**config.mk**
```make
export PLATFORM = sky130hd
export DESIGN_NAME = rv32_lsu
export DESIGN_NICKNAME = d
export VERILOG_FILES = /design/src/rtl/rv32_lsu_pkg.sv /design/src/rtl/rv32_lsu_align.sv /design/src/rtl/rv32_lsu.sv
export SDC_FILE = /design/constraint.sdc
export NUM_CORES = 1
export LEC_CHECK = 0
export ABC_AREA = 1
export CORE_MARGIN = 2
export CORE_UTILIZATION = 30
export DETAILED_ROUTE_END_ITERATION = 10
export GPL_ROUTABILITY_DRIVEN = 0
export HOLD_SLACK_MARGIN = 0.12
export PLACE_DENSITY_LB_ADDON = 0.2
export REMOVE_ABC_BUFFERS = 1
export SLEW_MARGIN = 40
export SYNTH_ARGS = -nofsm -noshare
export SYNTH_HDL_FRONTEND = slang
export SYNTH_SLANG_ARGS = --single-unit
```
**constraint.sdc**
```tcl
create_clock -name clk -period 3.37 [get_ports clk]
set_clock_uncertainty 0.05 [all_clocks]
set_input_delay 1.011 -clock clk [delete_from_list [all_inputs] [get_ports clk]]
set_output_delay 1.011 -clock clk [all_outputs]
set_load 0.005 [all_outputs]
```
**src/rtl/rv32_lsu_pkg.sv**
```systemverilog
// Shared LSU opcode encodings, widths and the latched-request record.
// Opcode classification helpers used by both the FSM and the lane steering.
package rv32_lsu_pkg;

   localparam int LSU_OPCODE_WIDTH        = 4;
   localparam int API_DATA_WIDTH          = 32;
   localparam int API_REGISTER_ADDR_WIDTH = 5;

   localparam logic [LSU_OPCODE_WIDTH-1:0] LSU_OPCODE_NONE = 4'd0;
   localparam logic [LSU_OPCODE_WIDTH-1:0] LSU_OPCODE_LB   = 4'd1;
   localparam logic [LSU_OPCODE_WIDTH-1:0] LSU_OPCODE_LH   = 4'd2;
   localparam logic [LSU_OPCODE_WIDTH-1:0] LSU_OPCODE_LW   = 4'd3;
   localparam logic [LSU_OPCODE_WIDTH-1:0] LSU_OPCODE_LBU  = 4'd4;
   localparam logic [LSU_OPCODE_WIDTH-1:0] LSU_OPCODE_LHU  = 4'd5;
   localparam logic [LSU_OPCODE_WIDTH-1:0] LSU_OPCODE_SB   = 4'd6;
   localparam logic [LSU_OPCODE_WIDTH-1:0] LSU_OPCODE_SH   = 4'd7;
   localparam logic [LSU_OPCODE_WIDTH-1:0] LSU_OPCODE_SW   = 4'd8;

   typedef struct packed {
      logic [LSU_OPCODE_WIDTH-1:0]        op;
      logic [API_DATA_WIDTH-1:0]          wdata;
      logic [API_REGISTER_ADDR_WIDTH-1:0] rd;
   } lsu_req_t;

   function automatic logic lsu_is_load(input logic [LSU_OPCODE_WIDTH-1:0] op);
      return (op == LSU_OPCODE_LB)  || (op == LSU_OPCODE_LH)  || (op == LSU_OPCODE_LW) ||
             (op == LSU_OPCODE_LBU) || (op == LSU_OPCODE_LHU);
   endfunction

   function automatic logic lsu_is_store(input logic [LSU_OPCODE_WIDTH-1:0] op);
      return (op == LSU_OPCODE_SB) || (op == LSU_OPCODE_SH) || (op == LSU_OPCODE_SW);
   endfunction

endpackage

```
**src/rtl/rv32_lsu_align.sv**
```systemverilog
// Byte-lane steering, load extract/extend and misalign check (API_LSU_MISALIGN_TRAP_EN).
// Latency: purely combinational.
// Backpressure: none; consumers qualify outputs with their own state.
module rv32_lsu_align
   import rv32_lsu_pkg::*;
(
   input  logic [LSU_OPCODE_WIDTH-1:0] op,
   input  logic [1:0]                  addr_lo,
   input  logic [31:0]                 wdata,
   input  logic [31:0]                 rdata,
   output logic                        is_load,
   output logic                        is_store,
   output logic [3:0]                  be,
   output logic [31:0]                 wdata_lane,
   output logic [31:0]                 ld_data,
   output logic                        misalign
);

   logic [7:0]  ld_byte;
   logic [15:0] ld_half;

   assign is_load  = lsu_is_load(op);
   assign is_store = lsu_is_store(op);

   always_comb begin
      be         = 4'b1111;
      wdata_lane = wdata;
      case (op)
         LSU_OPCODE_SB: begin
            be         = 4'b0001 << addr_lo;
            wdata_lane = {4{wdata[7:0]}};
         end
         LSU_OPCODE_SH: begin
            be         = addr_lo[1] ? 4'b1100 : 4'b0011;
            wdata_lane = {2{wdata[15:0]}};
         end
         default: ;
      endcase
   end

   always_comb begin
      case (addr_lo)
         2'd0:    ld_byte = rdata[7:0];
         2'd1:    ld_byte = rdata[15:8];
         2'd2:    ld_byte = rdata[23:16];
         default: ld_byte = rdata[31:24];
      endcase
      ld_half = addr_lo[1] ? rdata[31:16] : rdata[15:0];
   end

   always_comb begin
      ld_data = rdata;
      case (op)
         LSU_OPCODE_LB:  ld_data = {{24{ld_byte[7]}}, ld_byte};
         LSU_OPCODE_LBU: ld_data = {24'd0, ld_byte};
         LSU_OPCODE_LH:  ld_data = {{16{ld_half[15]}}, ld_half};
         LSU_OPCODE_LHU: ld_data = {16'd0, ld_half};
         default: ;
      endcase
   end

`ifdef API_LSU_MISALIGN_TRAP_EN
   always_comb begin
      case (op)
         LSU_OPCODE_LH, LSU_OPCODE_LHU, LSU_OPCODE_SH: misalign = addr_lo[0];
         LSU_OPCODE_LW, LSU_OPCODE_SW:                 misalign = |addr_lo;
         default:                                      misalign = 1'b0;
      endcase
   end
`else
   // Without trapping, half accesses use a[1] and word accesses use lane 0.
   assign misalign = 1'b0;
`endif

endmodule

```
**src/rtl/rv32_lsu.sv**
```systemverilog
// RV32 load/store unit, one aligned word transaction in flight (trap option: API_LSU_MISALIGN_TRAP_EN).
// Latency: accept N, mem_req from N+1; ack at N+1 -> wb_valid N+2, ready N+3 (store: ready N+2).
// Backpressure: req_ready_o only in IDLE; mem_req_o held with stable fields until mem_ack_i.
module rv32_lsu
   import rv32_lsu_pkg::*;
#(
   parameter int ADDR_W = 32,
   parameter int DATA_W = API_DATA_WIDTH
)(
   input  logic                               clk,
   input  logic                               rst,
   input  logic                               req_valid_i,
   output logic                               req_ready_o,
   input  logic [LSU_OPCODE_WIDTH-1:0]        lsu_opcode_i,
   input  logic [ADDR_W-1:0]                  addr_i,
   input  logic [DATA_W-1:0]                  wdata_i,
   input  logic [API_REGISTER_ADDR_WIDTH-1:0] rd_addr_i,
   output logic                               mem_req_o,
   output logic                               mem_we_o,
   output logic [ADDR_W-1:0]                  mem_addr_o,
   output logic [3:0]                         mem_be_o,
   output logic [DATA_W-1:0]                  mem_wdata_o,
   input  logic                               mem_ack_i,
   input  logic [DATA_W-1:0]                  mem_rdata_i,
   output logic                               wb_valid_o,
   output logic [API_REGISTER_ADDR_WIDTH-1:0] wb_rd_addr_o,
   output logic [DATA_W-1:0]                  wb_data_o,
   output logic                               busy_o,
   output logic                               misalign_o
);

   localparam logic [1:0] ST_IDLE = 2'd0;
   localparam logic [1:0] ST_BUS  = 2'd1;
   localparam logic [1:0] ST_RESP = 2'd2;
   localparam logic [1:0] ST_TRAP = 2'd3;

   logic [1:0]                  state_q;
   lsu_req_t                    req_q;
   logic [ADDR_W-1:0]           addr_q;
   logic [DATA_W-1:0]           wb_data_q;

   logic                        idle;
   logic                        accept;
   logic [LSU_OPCODE_WIDTH-1:0] sel_op;
   logic [1:0]                  sel_lo;
   logic                        is_load;
   logic                        is_store;
   logic [3:0]                  lane_be;
   logic [31:0]                 lane_wdata;
   logic [31:0]                 ld_data;
   logic                        misalign;

   assign idle   = (state_q == ST_IDLE);
   assign accept = req_valid_i & idle;

   // In IDLE the aligner classifies the incoming op; afterwards it works on the latched one.
   assign sel_op = idle ? lsu_opcode_i : req_q.op;
   assign sel_lo = idle ? addr_i[1:0]  : addr_q[1:0];

   rv32_lsu_align u_align (
      .op         (sel_op),
      .addr_lo    (sel_lo),
      .wdata      (req_q.wdata),
      .rdata      (mem_rdata_i),
      .is_load    (is_load),
      .is_store   (is_store),
      .be         (lane_be),
      .wdata_lane (lane_wdata),
      .ld_data    (ld_data),
      .misalign   (misalign)
   );

   always_ff @(posedge clk) begin
      if (rst) begin
         state_q   <= ST_IDLE;
         req_q     <= '0;
         addr_q    <= '0;
         wb_data_q <= '0;
      end else begin
         case (state_q)
            ST_IDLE: begin
               if (accept) begin
                  req_q  <= '{op: lsu_opcode_i, wdata: wdata_i, rd: rd_addr_i};
                  addr_q <= addr_i;
                  // NONE (and unknown encodings) are consumed without touching the bus.
                  if (is_load | is_store) begin
                     state_q <= misalign ? ST_TRAP : ST_BUS;
                  end
               end
            end
            ST_BUS: begin
               if (mem_ack_i) begin
                  wb_data_q <= ld_data;
                  state_q   <= is_load ? ST_RESP : ST_IDLE;
               end
            end
            default: state_q <= ST_IDLE;
         endcase
      end
   end

   assign req_ready_o  = idle;
   assign busy_o       = ~idle;
   assign mem_req_o    = (state_q == ST_BUS);
   assign mem_we_o     = mem_req_o & is_store;
   assign mem_addr_o   = mem_req_o ? {addr_q[ADDR_W-1:2], 2'b00} : '0;
   assign mem_be_o     = mem_req_o ? lane_be : 4'b0000;
   assign mem_wdata_o  = mem_we_o ? lane_wdata : '0;
   assign wb_valid_o   = (state_q == ST_RESP);
   assign wb_rd_addr_o = wb_valid_o ? req_q.rd : '0;
   assign wb_data_o    = wb_valid_o ? wb_data_q : '0;
   assign misalign_o   = (state_q == ST_TRAP);

endmodule

```
==> results of run 1 <==
-- kinds of logic after synthesis --
group           after synthesis
simple gates                279
flops                       107
other cells                   1
buf+inv                     192
compound gates              293
-- critical path: stages --
cell and delay (ns):
sky130_fd_sc_hd__buf_6 0.10, sky130_fd_sc_hd__nand2_4 0.07, sky130_fd_sc_hd__o21ai_4 0.06, sky130_fd_sc_hd__inv_2 0.08, sky130_fd_sc_hd__nand2_4 0.06, sky130_fd_sc_hd__nor2_4 0.13
sky130_fd_sc_hd__a31oi_4 0.06, sky130_fd_sc_hd__nor2_4 0.22, sky130_fd_sc_hd__clkinv_4 0.13, sky130_fd_sc_hd__buf_12 0.15, sky130_fd_sc_hd__buf_6 0.11, sky130_fd_sc_hd__a21oi_2 0.08
sky130_fd_sc_hd__buf_2 0.13
-- cells in the mapped netlist (all sizes together) --
master  number
a21oi      148
inv        135
o21ai      129
nand2      128
nor2       122
dfxtp      107
clkbuf      34
nand3       27
buf         23
o22ai        8
o211ai       7
a31oi        1
conb         1
nand3b       1
nor3         1
-- final cells by class --
class | instances | area, um2 | share of cell area [%]
Sequential cell | 107 | 2140 | 24.2
Tap cell | 229 | 287 | 3.24
Clock buffer | 10 | 229 | 2.59
Inverter | 135 | 514 | 5.81
Timing Repair Buffer | 292 | 2740 | 30.9
Clock inverter | 6 | 47.5 | 0.537
Multi-Input combinational cell | 575 | 2900 | 32.7
-- final timing paths --
kind | startpoint | endpoint | slack, ns | cells past startpoint
setup / recovery | lsu_opcode_i[3] | mem_wdata_o[20] | -0.09 | 13
hold / removal | req_q[1]$_SDFFE_PP0P_ | req_q[1]$_SDFFE_PP0P_ | 0.40 | 2
setup reg to reg | state_q[0]$_SDFFE_PP0P_ | wb_data_q[14]$_SDFFE_PP0P_ | 0.29 | 22
hold reg to reg | req_q[1]$_SDFFE_PP0P_ | req_q[1]$_SDFFE_PP0P_ | 0.40 | 2
-- metrics by stage --
stage	cell area [um2]	TNS [ns]	hold WS (ns)	utilization, %	worst slack, ns
after detailed placement	8090	-26.03	0.393	44.7	-0.782
after CTS	8700	-4.09	0.405	48.1	-0.196
after floorplan	5300	-6.59	0.382	-	-0.507
after global placement	8090	-25.56	0.390	44.7	-0.775
final	8850	-0.998	0.403	48.9	-0.0916
after global routing	8850	-2.76	0.424	48.9	-0.157
-- layer usage --
metal | vias to the layer above | part of all wire (%) | global-route usage [%]
met1 | 2798 | 44 | 24.1
met4 | 0 | 2.2 | 6.86
met3 | 29 | 7.8 | 5.54
li1 | 3284 | - | -
met5 | - | 0 | 0
met2 | 211 | 46 | 31.1
-- power breakdown --
part | internal (W) | switching [W]
logic | 0.000521 | 0.000662
registers | 0.00138 | 0.0000444
clock network | 0.000510 | 0.000506
total | 0.00241 | 0.00121
-- timing repair --
action,in CTS,in global routing
setup buffers,33,13
pin swaps,10,15
endpoints found under the setup margin,37,52
cloned,2,2
resized for setup,215,47
-- sequential cells by signal (all words and copies together), names as in the netlist --
register	flops
wb_data_q	32
req_q	41
state_q	2
addr_q	32
==> metrics.log, run 1 <==
[metrics] data arrival time at the worst-slack endpoint: approximately 2.4 ns
[metrics] setup repair after global routing missed its margin: true
[metrics] Final Hold Vio Count: 0
[metrics] DR DRC count: 11
[metrics] compound-gate portion of the synthesized area: between 20% and 30%
[metrics] Worst Max-Slew Pin Slew: approximately 0.67 ns
[metrics] top-level port count: 220
[metrics] Worst Path Class, Setup: input port to output port
[metrics] clock transition at the registers of the reported paths: approximately 0.08 ns
[metrics] power density of the placed cells: around 410 nW/um2
[metrics] Worst Setup End Kind: output port
[metrics] number of sinks driven by the clock tree: 107
[metrics] violated checks: design-rule violations, negative setup slack
[metrics] fillers: about 1800
[metrics] min-delay worst type: flip-flop to flip-flop
[metrics] leakage dissipation: about 3.5 nW
[metrics] first-pass GRT wire length: roughly 30 mm
[metrics] average routed wire per standard cell: between 10 and 15 um
[metrics] number of unique standard cell types used by synthesis: 25
[metrics] count of standard-cell rows: 49
[metrics] synth-to-layout area growth: 59.4%
[metrics] placeable core region: 18100 um2
[metrics] total number of H-tree levels: 3
[metrics] MaxCap Viol Count: 0
[metrics] Detailed Place HPWL: roughly 13 mm
[metrics] area share of the largest cell type after synthesis: between 30% and 40%
[metrics] post-layout minimum cycle time: 3.46 ns
[metrics] most common library cell in the layout ignoring fill and taps: sky130_fd_sc_hd__clkdlybuf4s50_1
[metrics] CTS tree: done
[metrics] global-route total usage across every layer: a little under a fifth
[metrics] period utilisation layout: 103%
[metrics] initial antenna violation count: 1
[metrics] detail-routed via count per cell: ~4.7
[metrics] largest net degree at the start of global routing: 103
[metrics] GR Overflow Total: 0
[metrics] pins over their slew limit: 0
[metrics] die boundary height: roughly 140 um
[metrics] required time of the critical path: 2.31 ns
[metrics] chip width: roughly 140 um
[metrics] antenna cells: 0
[metrics] vias in the first global route: 5928
[metrics] headroom to the max-slew limit: between 50% and 60%
[metrics] ranking of synthesized cells by area: sky130_fd_sc_hd__dfxtp_1 (39%), sky130_fd_sc_hd__a21oi_1 (13%), sky130_fd_sc_hd__o21ai_0 (11%)
[metrics] Cell Area, Synth: 5550 um2
[metrics] peak fanout along the critical path: 5
[metrics] library cell with the largest summed area after synthesis: sky130_fd_sc_hd__dfxtp_1
[metrics] fraction of the yosys area taken by sequential cells: 38.6%
[metrics] multiplexer share of the synthesized area: 0%
[metrics] Clock Root Buffer: sky130_fd_sc_hd__clkbuf_16
[metrics] Bufs on Longest Clock Path: 2
[metrics] most frequent cells in the layout: sky130_fd_sc_hd__clkdlybuf4s50_1 (176), sky130_fd_sc_hd__a21oi_1 (136), sky130_fd_sc_hd__inv_1 (126)
[metrics] wirelength, routed: between 15 and 20 mm
[metrics] number of flip-flops and latches in the synthesized netlist: ~110
[metrics] count of final setup violators: 23
[metrics] number of warnings issued by yosys: 0
[metrics] number of hold buffers added after CTS: 0
[metrics] largest family of logic cells by synthesized area: compound AO/OA/AOI/OAI gates
[metrics] nature of the critical path startpoint: input port
[metrics] total design power: ~0.0036 W
[metrics] maximum VDD drop: between 0.2 and 0.3 mV
[metrics] violation count after the first detailed-route iteration: between 300 and 400
[metrics] Initial Util: a little under a third
[metrics] status: finished, violations left
[metrics] adder-cell share of the synthesized area: 0%
[metrics] syn avg cell area: between 6 and 7 um2
[metrics] number of clock buffers inserted by TritonCTS: 9
[metrics] clock latency at the later pin of the worst-skew pair: approximately 0.35 ns
[metrics] xor-xnor portion of the synthesized cell area: 0%
[metrics] Post-DRT Antenna Nets: 0
[metrics] layout cell share with drive strength beyond 1: between 10% and 20%
[metrics] share of synthesized cell area in and, or, nand and nor gates: roughly 20%
[metrics] Nets: ~1200
[metrics] count of non-filler cells in the finished layout: ~1400
[metrics] Cell Count Post-Placement: 1300
[metrics] number of vias in the routed layout: 6322
[metrics] synthesized instance count: just under 900
[metrics] Pre-Repair DR Iteration Count: 9
[metrics] achievable clock frequency: 289 MHz
[metrics] count of buffers inserted at the top-level ports: 217
[metrics] post-route worst setup slack: -0.0916 ns
[metrics] die area: 19600 um2
Power figures use the tool's default switching activity.
==> run 2: changes to the inputs <==
- CORE_UTILIZATION: 30 -> 44
- HOLD_SLACK_MARGIN: 0.12 -> 0.08
==> run 2 against run 1 <==
Against the previous run: the run ends with negative setup slack left; sequential power is essentially flat; worst hold slack is essentially flat; sequential share of layout area grew 0.98 points; critical path type unchanged; maximum frequency grew 1.9%.
==> metrics.log, run 2 (synthesis gave the netlist of run 1 again) <==
[metrics] status: finished, violations left (unchanged)
[metrics] violated checks: negative setup slack (was design-rule violations, negative setup slack)
[metrics] net switching power: 0.00117 W (was 0.00121 W)
[metrics] synth-to-layout area growth: 53.1% (was 59.4%)
[metrics] wirelength, routed: 17.7 mm (was 19.3 mm)
[metrics] number of vias in the routed layout: 6384 (was 6322)
[metrics] number of clock buffers inserted by TritonCTS: 9 (unchanged)
[metrics] Clock Root Buffer: sky130_fd_sc_hd__clkbuf_16 (unchanged)
[metrics] post-layout minimum cycle time: 3.40 ns (was 3.46 ns)
[metrics] data arrival time at the worst-slack endpoint: 2.34 ns (was 2.40 ns)
[metrics] pins over their slew limit: 0 (unchanged)
[metrics] most common library cell in the layout ignoring fill and taps: sky130_fd_sc_hd__clkdlybuf4s50_1 (unchanged)
[metrics] Detailed Place HPWL: 12.2 mm (was 12.8 mm)
[metrics] placeable core region: 12500 um2 (was 18100 um2)
[metrics] required time of the critical path: 2.31 ns (about the same)
[metrics] Bufs on Longest Clock Path: 2 (unchanged)
[metrics] count of buffers inserted at the top-level ports: 217 (unchanged)
[metrics] Worst Max-Slew Pin Slew: 0.667 ns (was 0.670 ns)
[metrics] internal cell power: 0.00247 W (was 0.00241 W)
[metrics] multi-input combinational cell area: 2850 um2 (was 2900 um2)
[metrics] number of flip-flops under the largest register name: 41 (unchanged)
[metrics] layout cell share with drive strength beyond 1: 14.3% (was 17.4%)
[metrics] min-delay worst type: flip-flop to flip-flop (unchanged)
[metrics] chip width: 116 um (was 140 um)
[metrics] registers with the most flip-flops: req_q: 41 flops, addr_q: 32 flops, wb_data_q: 32 flops (unchanged)
[metrics] top-level port count: 220 (unchanged)
[metrics] post-route worst setup slack: -0.0274 ns (was -0.0916 ns)
[metrics] setup repair after global routing missed its margin: true (unchanged)
[metrics] die area: 13500 um2 (was 19600 um2)
[metrics] CTS tree: done (unchanged)
[metrics] count of final setup violators: 6 (was 23)
[metrics] Sw Share: 32.2% (was 33.4%)
[metrics] largest net degree at the start of global routing: 84 (was 103)
[metrics] final core area utilization: 68.2% (was 48.9%)
[metrics] Worst Setup End Kind: output port (unchanged)
[metrics] achievable clock frequency: 294 MHz (was 289 MHz)
[metrics] total number of H-tree levels: 3 (unchanged)
[metrics] Final Hold Vio Count: 0 (unchanged)
[metrics] Worst Path Class, Setup: input port to output port (unchanged)
[metrics] antenna cells: 0 (unchanged)
[metrics] detail-routed via count per cell: 5.03 (was 4.67)
[metrics] register with the highest flop count: req_q (unchanged)
[metrics] DR DRC count: 0 (was 11)
[metrics] area of all sequential standard cells: 2140 um2 (about the same)
[metrics] number of sinks driven by the clock tree: 107 (unchanged)
[metrics] total design power: 0.00364 W (was 0.00363 W)
[metrics] Pre-Repair DR Iteration Count: 5 (was 9)
[metrics] most frequent cells in the layout: sky130_fd_sc_hd__clkdlybuf4s50_1 (175), sky130_fd_sc_hd__a21oi_1 (141), sky130_fd_sc_hd__inv_1 (127) (was sky130_fd_sc_hd__clkdlybuf4s50_1 (176), sky130_fd_sc_hd__a21oi_1 (136), sky130_fd_sc_hd__inv_1 (126))
[metrics] die boundary height: 116 um (was 140 um)
[metrics] peak fanout along the critical path: 7 (was 5)
[metrics] GR Overflow Total: 0 (unchanged)
[metrics] Initial Util: 44.5% (was 30.7%)
[metrics] nature of the critical path startpoint: input port (unchanged)
[metrics] sum of negative setup slack: -0.0838 ns (was -0.998 ns)
[metrics] power density of the placed cells: 428 nW/um2 (was 410 nW/um2)
[metrics] number of hold buffers added after CTS: 0 (unchanged)
[metrics] period utilisation layout: 101% (was 103%)
[metrics] first-pass GRT wire length: 27.8 mm (was 30.2 mm)
[metrics] part of the power in registers: 39.3% (was 39.4%)
[metrics] average routed wire per standard cell: 14.0 um (was 14.3 um)
[metrics] maximum VDD drop: 0.268 mV (was 0.272 mV)
[metrics] fillers: 1102 (was 1836)
[metrics] Post-DRT Antenna Nets: 0 (unchanged)
[metrics] headroom to the max-slew limit: 55.5% (was 55.3%)
[metrics] vias in the first global route: 5737 (was 5928)
[metrics] proportion of power drawn by the clock network: 31.1% (was 28.0%)
[metrics] leakage dissipation: 3.40 nW (was 3.55 nW)
[metrics] initial antenna violation count: 0 (was 1)
[metrics] Nets: 1200 (was 1229)
[metrics] setup slack after placement: -0.798 ns (was -0.782 ns)
[metrics] global-route total usage across every layer: 25.6% (was 19.1%)
[metrics] count of standard-cell rows: 41 (was 49)
[metrics] combinational share of power: 29.6% (was 32.6%)
[metrics] clock transition at the registers of the reported paths: 0.08 ns (about the same)
[metrics] violation count after the first detailed-route iteration: 522 (was 310)
[metrics] clock latency at the later pin of the worst-skew pair: 0.34 ns (was 0.35 ns)
[metrics] MaxCap Viol Count: 0 (unchanged)
==> run 2: power groups by stage <==
stage	registers, W	clock network, W	logic (W)
2_1_floorplan	0.00145	0	0.000523
3_3_place_gp	0.00145	0	0.000972
3_5_place_dp	0.00146	0	0.000983
4_1_cts	0.00143	0.00115	0.00104
5_1_grt	0.00144	0.00119	0.00120
6_report	0.00143	0.00113	0.00108
==> run 2: per-stage QoR <==
stage | cell area (um2) | hold WS, ns | cells
after CTS | 8420 | 0.405 | 1268
after global placement | 8020 | 0.389 | 1243
final | 8500 | 0.403 | 1268
after floorplan | 5300 | 0.382 | 816
after detailed placement | 8020 | 0.392 | 1243
after global routing | 8500 | 0.417 | 1268
==> run 2: worst max-delay path: stages <==
cell and delay (ns):
sky130_fd_sc_hd__buf_2 0.11, sky130_fd_sc_hd__nand2_1 0.08, sky130_fd_sc_hd__o21ai_2 0.08, sky130_fd_sc_hd__nor2_1 0.21
sky130_fd_sc_hd__nand2_1 0.15, sky130_fd_sc_hd__buf_6 0.17, sky130_fd_sc_hd__o22ai_1 0.18, sky130_fd_sc_hd__o21ai_2 0.08
sky130_fd_sc_hd__a21oi_1 0.12, sky130_fd_sc_hd__buf_2 0.13
==> run 2: path summary, 6_finish.rpt <==
path              depth (start not counted)               startpoint  slack (ns)                   endpoint
setup / recovery                         10          lsu_opcode_i[0]       -0.03            mem_wdata_o[11]
hold / removal                            2  addr_q[27]$_SDFFE_PP0P_        0.40    addr_q[27]$_SDFFE_PP0P_
setup reg to reg                         13  state_q[1]$_SDFFE_PP0P_        1.09  wb_data_q[8]$_SDFFE_PP0P_
hold reg to reg                           2  addr_q[27]$_SDFFE_PP0P_        0.40    addr_q[27]$_SDFFE_PP0P_
==> run 2: area by class of cell <==
cell class | instances | area share [%]
sequential | 107 | 25.2
inverter | 135 | 6.08
timing repair buffer | 264 | 28.9
multi-input combinational | 574 | 33.5
clock inverter | 5 | 0.795
tap | 172 | 2.53
clock buffer | 11 | 2.97
==> run 2: repair_timing <==
item	4_1_cts	5_1_grt
setup buffers	9	1
pin swaps	10	8
gates resized for setup	188	30
endpoints found under the setup margin	37	35
gates cloned	1	0
==> run 2: layer usage <==
layer	up-vias	GRT usage [%]	wire [um]
met5	-	0	0
met4	0	10.9	514
met1	2895	31.5	7420
li1	3223	-	-
met3	35	6.85	1440
met2	231	42.2	8350
